[src/rtl/fpu_pkg.sv]
// Shared constants, stage records and operand unpacking for the binary32
// add/subtract front end.
package fpu_pkg;

    localparam int FP_WIDTH   = 32;
    localparam int FRAC_WIDTH = 23;
    localparam int EXP_WIDTH  = 8;
    localparam int FRACT28_W  = 28;

    localparam logic OP_ADD = 1'b0;
    localparam logic OP_SUB = 1'b1;

    localparam logic [1:0] RM_NEAREST = 2'b00;
    localparam logic [1:0] RM_ZERO    = 2'b01;
    localparam logic [1:0] RM_POS_INF = 2'b10;
    localparam logic [1:0] RM_NEG_INF = 2'b11;

    typedef struct packed {
        logic                 sign;
        logic [EXP_WIDTH-1:0] exp_raw;
        logic [EXP_WIDTH-1:0] exp_eff;
        logic [FRACT28_W-1:0] sig;
    } unpacked_t;

    typedef struct packed {
        logic                 valid;
        logic [FRACT28_W-1:0] sig_big;
        logic [FRACT28_W-1:0] sig_small;
        logic [EXP_WIDTH-1:0] exp_max;
        logic                 sign_big;
        logic                 eff_sub;
        logic [1:0]           rmode;
        logic [FP_WIDTH-1:0]  opa;
        logic [FP_WIDTH-1:0]  opb;
        logic                 fpu_op;
    } stage1_t;

    typedef struct packed {
        logic                 valid;
        logic [FRACT28_W-1:0] fract;
        logic [EXP_WIDTH-1:0] exp_max;
        logic                 sign;
        logic [1:0]           rmode;
        logic [FP_WIDTH-1:0]  opa;
        logic [FP_WIDTH-1:0]  opb;
        logic                 fpu_op;
    } stage2_t;

    // Denormals use an effective exponent of 1 and no hidden bit.
    function automatic unpacked_t unpack(input logic [FP_WIDTH-1:0] op);
        unpacked_t u;
        logic      hidden;
        hidden    = |op[FP_WIDTH-2 -: EXP_WIDTH];
        u.sign    = op[FP_WIDTH-1];
        u.exp_raw = op[FP_WIDTH-2 -: EXP_WIDTH];
        u.exp_eff = hidden ? op[FP_WIDTH-2 -: EXP_WIDTH] : 8'd1;
        u.sig     = {1'b0, hidden, op[FRAC_WIDTH-1:0], 3'b000};
        return u;
    endfunction

endpackage

[src/rtl/fpu_pre_norm_addsub_if.sv]
// Operand-in / unnormalized-result-out bus for the add/sub front end.
interface fpu_pre_norm_addsub_if;
    import fpu_pkg::*;

    logic                 valid_i;
    logic                 ready_o;
    logic [FP_WIDTH-1:0]  opa_i;
    logic [FP_WIDTH-1:0]  opb_i;
    logic                 fpu_op_i;
    logic [1:0]           rmode_i;
    logic                 valid_o;
    logic                 ready_i;
    logic [FRACT28_W-1:0] fract_28_o;
    logic [EXP_WIDTH-1:0] exp_o;
    logic                 sign_o;
    logic [FP_WIDTH-1:0]  opa_o;
    logic [FP_WIDTH-1:0]  opb_o;
    logic                 fpu_op_o;
    logic [1:0]           rmode_o;

    modport master (
        output valid_i, opa_i, opb_i, fpu_op_i, rmode_i, ready_i,
        input  ready_o, valid_o, fract_28_o, exp_o, sign_o,
               opa_o, opb_o, fpu_op_o, rmode_o
    );

    modport slave (
        input  valid_i, opa_i, opb_i, fpu_op_i, rmode_i, ready_i,
        output ready_o, valid_o, fract_28_o, exp_o, sign_o,
               opa_o, opb_o, fpu_op_o, rmode_o
    );

endinterface

[src/rtl/fpu_align_shift.sv]
// Right shifter for significand alignment; bits shifted out collapse into a
// sticky bit in position 0. Amounts of 27 and above leave only the sticky.
module fpu_align_shift
    import fpu_pkg::*;
(
    input  logic [FRACT28_W-1:0] val_i,
    input  logic [4:0]           shamt_i,
    output logic [FRACT28_W-1:0] val_o
);

    logic [FRACT28_W-1:0] shifted;
    logic [FRACT28_W-1:0] lost_mask;

    always_comb begin
        shifted   = val_i >> shamt_i;
        lost_mask = ~({FRACT28_W{1'b1}} << shamt_i);
        if (shamt_i >= 5'd27) begin
            val_o = {{(FRACT28_W-1){1'b0}}, |val_i};
        end else begin
            val_o = {shifted[FRACT28_W-1:1], shifted[0] | (|(val_i & lost_mask))};
        end
    end

endmodule

[src/rtl/fpu_pre_norm_addsub.sv]
// Two-stage add/sub front end: unpack, compare/swap and align in stage 1,
// effective add/subtract and result sign in stage 2.
module fpu_pre_norm_addsub
    import fpu_pkg::*;
(
    input logic                  clk_i,
    input logic                  rst_i,
    fpu_pre_norm_addsub_if.slave bus
);

    stage1_t s1_d, s1_q;
    stage2_t s2_d, s2_q;

    unpacked_t            ua, ub, u_big, u_small;
    logic                 a_big;
    logic                 en;
    logic [EXP_WIDTH-1:0] exp_diff;
    logic [4:0]           shamt;
    logic [FRACT28_W-1:0] sig_aligned;
    logic [FRACT28_W-1:0] fract_res;

    assign en = !s2_q.valid || bus.ready_i;

    // Equal exponents fall back to significand magnitude so the subtract
    // never goes negative; exact ties keep opa as the big operand.
    always_comb begin
        ua       = unpack(bus.opa_i);
        ub       = unpack(bus.opb_i);
        a_big    = (ua.exp_eff > ub.exp_eff) ||
                   ((ua.exp_eff == ub.exp_eff) && (ua.sig >= ub.sig));
        u_big    = a_big ? ua : ub;
        u_small  = a_big ? ub : ua;
        exp_diff = u_big.exp_eff - u_small.exp_eff;
        shamt    = (exp_diff > 8'd31) ? 5'd31 : exp_diff[4:0];
    end

    fpu_align_shift u_align (
        .val_i   (u_small.sig),
        .shamt_i (shamt),
        .val_o   (sig_aligned)
    );

    always_comb begin
        s1_d = s1_q;
        if (en) begin
            s1_d.valid = bus.valid_i;
            if (bus.valid_i) begin
                s1_d.sig_big   = u_big.sig;
                s1_d.sig_small = sig_aligned;
                s1_d.exp_max   = (ua.exp_raw > ub.exp_raw) ? ua.exp_raw : ub.exp_raw;
                s1_d.sign_big  = a_big ? ua.sign : (ub.sign ^ bus.fpu_op_i);
                s1_d.eff_sub   = bus.fpu_op_i ^ ua.sign ^ ub.sign;
                s1_d.rmode     = bus.rmode_i;
                s1_d.opa       = bus.opa_i;
                s1_d.opb       = bus.opb_i;
                s1_d.fpu_op    = bus.fpu_op_i;
            end
        end
    end

    always_comb begin
        fract_res = s1_q.eff_sub ? (s1_q.sig_big - s1_q.sig_small)
                                 : (s1_q.sig_big + s1_q.sig_small);
        s2_d = s2_q;
        if (en) begin
            s2_d.valid = s1_q.valid;
            if (s1_q.valid) begin
                s2_d.fract   = fract_res;
                s2_d.exp_max = s1_q.exp_max;
                // An exact cancellation is +0 except when rounding toward -inf.
                s2_d.sign    = (s1_q.eff_sub && (fract_res == '0)) ?
                               (s1_q.rmode == RM_NEG_INF) : s1_q.sign_big;
                s2_d.rmode   = s1_q.rmode;
                s2_d.opa     = s1_q.opa;
                s2_d.opb     = s1_q.opb;
                s2_d.fpu_op  = s1_q.fpu_op;
            end
        end
    end

    always_ff @(posedge clk_i) begin
        if (rst_i) begin
            s1_q <= '0;
            s2_q <= '0;
        end else begin
            s1_q <= s1_d;
            s2_q <= s2_d;
        end
    end

    assign bus.ready_o    = en;
    assign bus.valid_o    = s2_q.valid;
    assign bus.fract_28_o = s2_q.fract;
    assign bus.exp_o      = s2_q.exp_max;
    assign bus.sign_o     = s2_q.sign;
    assign bus.opa_o      = s2_q.opa;
    assign bus.opb_o      = s2_q.opb;
    assign bus.fpu_op_o   = s2_q.fpu_op;
    assign bus.rmode_o    = s2_q.rmode;

endmodule
[src/flat_wrapper.sv]
// flat-port wrapper written by rule: the top's interface ports become plain ports
module fpu_pre_norm_addsub_flat import fpu_pkg::*;
  (clk_i, rst_i, bus_valid_i, bus_opa_i, bus_opb_i, bus_fpu_op_i, bus_rmode_i, bus_ready_i, bus_ready_o, bus_valid_o, bus_fract_28_o, bus_exp_o, bus_sign_o, bus_opa_o, bus_opb_o, bus_fpu_op_o, bus_rmode_o);
  fpu_pre_norm_addsub_if bus_i ();
  input logic clk_i;
  input logic rst_i;
  input wire logic [$bits(bus_i.valid_i)-1:0] bus_valid_i;
  input wire logic [$bits(bus_i.opa_i)-1:0] bus_opa_i;
  input wire logic [$bits(bus_i.opb_i)-1:0] bus_opb_i;
  input wire logic [$bits(bus_i.fpu_op_i)-1:0] bus_fpu_op_i;
  input wire logic [$bits(bus_i.rmode_i)-1:0] bus_rmode_i;
  input wire logic [$bits(bus_i.ready_i)-1:0] bus_ready_i;
  output wire logic [$bits(bus_i.ready_o)-1:0] bus_ready_o;
  output wire logic [$bits(bus_i.valid_o)-1:0] bus_valid_o;
  output wire logic [$bits(bus_i.fract_28_o)-1:0] bus_fract_28_o;
  output wire logic [$bits(bus_i.exp_o)-1:0] bus_exp_o;
  output wire logic [$bits(bus_i.sign_o)-1:0] bus_sign_o;
  output wire logic [$bits(bus_i.opa_o)-1:0] bus_opa_o;
  output wire logic [$bits(bus_i.opb_o)-1:0] bus_opb_o;
  output wire logic [$bits(bus_i.fpu_op_o)-1:0] bus_fpu_op_o;
  output wire logic [$bits(bus_i.rmode_o)-1:0] bus_rmode_o;
  assign bus_i.valid_i = bus_valid_i;
  assign bus_i.opa_i = bus_opa_i;
  assign bus_i.opb_i = bus_opb_i;
  assign bus_i.fpu_op_i = bus_fpu_op_i;
  assign bus_i.rmode_i = bus_rmode_i;
  assign bus_i.ready_i = bus_ready_i;
  assign bus_ready_o = bus_i.ready_o;
  assign bus_valid_o = bus_i.valid_o;
  assign bus_fract_28_o = bus_i.fract_28_o;
  assign bus_exp_o = bus_i.exp_o;
  assign bus_sign_o = bus_i.sign_o;
  assign bus_opa_o = bus_i.opa_o;
  assign bus_opb_o = bus_i.opb_o;
  assign bus_fpu_op_o = bus_i.fpu_op_o;
  assign bus_rmode_o = bus_i.rmode_o;
  fpu_pre_norm_addsub u_core (.clk_i(clk_i), .rst_i(rst_i), .bus(bus_i));
endmodule
[config.mk]
export PLATFORM = sky130hd
export DESIGN_NAME = fpu_pre_norm_addsub_flat
export DESIGN_NICKNAME = d
export VERILOG_FILES = /design/src/rtl/fpu_pkg.sv /design/src/rtl/fpu_pre_norm_addsub_if.sv /design/src/rtl/fpu_align_shift.sv /design/src/rtl/fpu_pre_norm_addsub.sv /design/src/flat_wrapper.sv
export SDC_FILE = /design/constraint.sdc
export NUM_CORES = 1
export LEC_CHECK = 0
export BUFFER_PORTS_ARGS = -buffer_cell sky130_fd_sc_hd__buf_2
export CORE_AREA = 2 2 148 150
export CTS_BUF_LIST = sky130_fd_sc_hd__clkbuf_2 sky130_fd_sc_hd__clkbuf_4 sky130_fd_sc_hd__clkbuf_8
export DETAILED_ROUTE_END_ITERATION = 6
export DIE_AREA = 0 0 150 152
export GPL_ROUTABILITY_DRIVEN = 1
export GPL_TIMING_DRIVEN = 0
export PLACE_DENSITY = 0.95
export SLEW_MARGIN = 5
export SYNTH_ARGS = -nofsm -noshare
export SYNTH_HDL_FRONTEND = slang
export SYNTH_SLANG_ARGS = --single-unit
[constraint.sdc]
create_clock -name clk_i -period 10.3 [get_ports clk_i]
set_input_delay 0.515 -clock clk_i [delete_from_list [all_inputs] [get_ports clk_i]]
set_output_delay 0.515 -clock clk_i [all_outputs]
set_load 0.03 [all_outputs]
==> out/metrics.cfg <==
[setup_path]
reg2reg_to = u_core.bus.sign_o
worstSetupStartpoint = bus_opb_i[23]
worst_ep_arrival_time_ps = 7940
path_delay_family = simple AND/OR/NAND/NOR gates
critPathCaptureType = flop
crit_path_start_kind = primary input
regToRegSetupSlack_ps = 4360
path_buf_inv = 4
critical_path_class = primary input to flop
slowest_delay_ps = 520
path_max_fanout = 10
r2r_cells = 22
critical_path_required_ps = 10720
crit_slowest_cell = or4_1
r2r_start = u_core.s1_q[87]

[floorplanning]
dieArea_um2 = 22800
coreArea_um2 = 21400
row_count = 54
io_pins = 177
floorplan.initialDensity_pct = 64.0
die_x_um = 150
fp.dieH_um = 152

[timing]
fin_crit_ps = 7520
tightestPinTransition_ps = 983
drv_slew = 0
rsz0062_at_grt = false
max_freq_mhz = 133
hold_viol_final = 0
clock_skew_ps = 17.6
fin_setup_tns_ps = 0
slew_headroom_pct = 33.8
timing.final.crit_share_pct = 73.0
finalSetupViolCount = 0

[global_route]
first_global_vias = 13900
grt_max_degree = 12
grt_pass1_wl_um = 75400
globalRouteOverflowTotal = 0
grt.total_usage_pct = 41.9
antenna_found_initial = 2

[clock_network]
clock-sinks = 234
clkLatencyLatePin_ps = 550
cts_resized = 0
htree_levels = 2
cts_setup_buffers = 0
cts_inserted_buffers = 37
clock-root-buffer = clkbuf_8
cts_tree = yes
path_clk_slew_ps = 60
clock_path_buffers = 3
cts_hold_buffers = 0

[detailed_routing]
wl_per_cell_um = 20.7
drtIter0Drc = 1625
dr.pass1.iters = 7
wl_um = 49500
antenna_left = 0
route.detailed.drc = 0
viasPerCell = 6.30
dr_total_vias = 15100

[yosys]
synth_edf_count = 0
synthesis.instances = 1868
yosys_warnings = 0
synth_cell_types = 83
synth-async-reset-ratio_pct = 0
synth_nets = 2006
synth_area_um2 = 13700
synth_top_area_share_pct = 34.3
synth_top_area_cell = dfxtp_1
postSynthAreaPerCell_um2 = 7.31
synth-seq-cells = 234
synth_area_leaders = dfxtp_1 (34%), nand2_1 (13%), a21oi_1 (10%)
synth_seq_area_share_pct = 34.3
ys.flop_type = dfxtp_1

[run]
cap_violations = 0

[worst_hold_path]
min_to = u_core.s1_q[66]
hold_class = primary input to flop
whs_path_depth = 3
min_from = bus_rmode_i[1]

[cells_and_area]
mostFrequentLayoutCells = nand2_1 (463), a21oi_1 (277), dfxtp_1 (234)
drive_above_1_share_pct = 13.5
fillers = 1656
syn2layout_area_growth_pct = 14.7
final_common_cell = nand2_1
nets = 2221

[power_and_ir_drop]
fin_total_pwr_mw = 2.65
power_frac_seq_pct = 37.2
switchingPower_mw = 0.971
combinationalPowerShare_pct = 31.7
internal_power_mw = 1.68
p_sw_share_pct = 36.6
vdd.ir_drop.worst_mv = 0.0936
powerDensity_nw_per_um2 = 169
leakage_nw = 6.53
pwr-share-clk_pct = 31.1

[placement]
port_buffers = 176
place.gp.congestion = 0.995
place_hpwl_um = 38200

[run_status]
status = finished, final reports clean

-- routing by layer --
metal | track usage [%] | up-vias | wire [um]
met4 | 22.6 | 2 | 2970
met1 | 55.4 | 6969 | 19300
li1 | - | 6906 | -
met2 | 64.8 | 967 | 21800
met5 | 0 | - | 13
met3 | 7.51 | 212 | 5420
-- kinds of logic after synthesis --
logic type	synth area share (%)
fa+ha+maj	6.14
compound gates	23.0
mux	3.71
buf+inv	5.29
simple gates	23.9
flops	34.3
xor+xnor	3.72
-- power groups by stage --
stage / sequential [mW] / clock (mW) / combinational, mW
final: 0.988 / 0.826 / 0.840
after global routing: 0.991 / 0.859 / 0.903
after CTS: 0.986 / 0.819 / 0.813
after detailed placement: 1.00 / 0 / 0.804
after global placement: 1.00 / 0 / 0.787
after floorplan: 1.04 / 0 / 0.535
-- how the worst max path moves through the flow --
stage	to	cells after the start
2_1_floorplan	u_core.s1_q[77]	25
3_3_place_gp	u_core.s1_q[77]	26
3_5_place_dp	u_core.s1_q[77]	25
4_1_cts	u_core.s1_q[77]	25
5_1_grt	u_core.s1_q[77]	25
6_report	u_core.s1_q[77]	25
-- Yosys cell counts (10+ instances only) --
cell type  instances
nand2_1          463
a21oi_1          277
dfxtp_1          234
nor2_1           159
clkbuf_1         101
ha_1              67
inv_1             56
o21ai_0           53
mux2i_1           45
xnor2_1           41
a311oi_1          27
nor3_1            27
a211oi_1          24
nand3_1           20
a21o_1            19
a22oi_1           18
xor2_1            17
nand4_1           12
nand2b_1          11
o21a_1            11
and3_1            10
-- registers in the layout (all words and copies together) (netlist names) --
signal / cells
u_core.bus.valid_o: 1
u_core.bus.opb_o: 32
u_core.bus.rmode_o: 2
u_core.bus.opa_o: 32
u_core.bus.fpu_op_o: 1
u_core.s1_q: 129
u_core.bus.sign_o: 1
u_core.bus.fract_28_o: 28
u_core.bus.exp_o: 8
-- worst min-delay path, cell delays in order --
cell,delay (ps)
buf_2,100
nand2_1,50
a21oi_1,50
-- through the flow --
step | cells | hold WS [ps] | utilization [%] | setup WS, ps | instance area [um^2]
after CTS | 2387 | 212 | 73.3 | 2980 | 15700
after floorplan | 1868 | 432 | - | 4130 | 13700
final | 2389 | 226 | 73.4 | 2780 | 15700
after global routing | 2387 | 232 | 73.3 | 2450 | 15700
after detailed placement | 2324 | 444 | 69.7 | 2470 | 14900
after global placement | 2324 | 437 | 69.7 | 2460 | 14900
-- cell type report --
class | instances | area [um^2] | share of cell area, %
Timing Repair Buffer | 176 | 881 | 5.62
Buffer | 122 | 504 | 3.22
Inverter | 58 | 218 | 1.39
Clock inverter | 10 | 98.8 | 0.631
Multi-Input combinational cell | 1454 | 8250 | 52.7
Sequential cell | 234 | 4680 | 29.9
Antenna cell | 2 | 5.00 | 0.0320
Clock buffer | 53 | 667 | 4.26
Tap cell | 280 | 350 | 2.24
(Power assumes the default switching activity.)
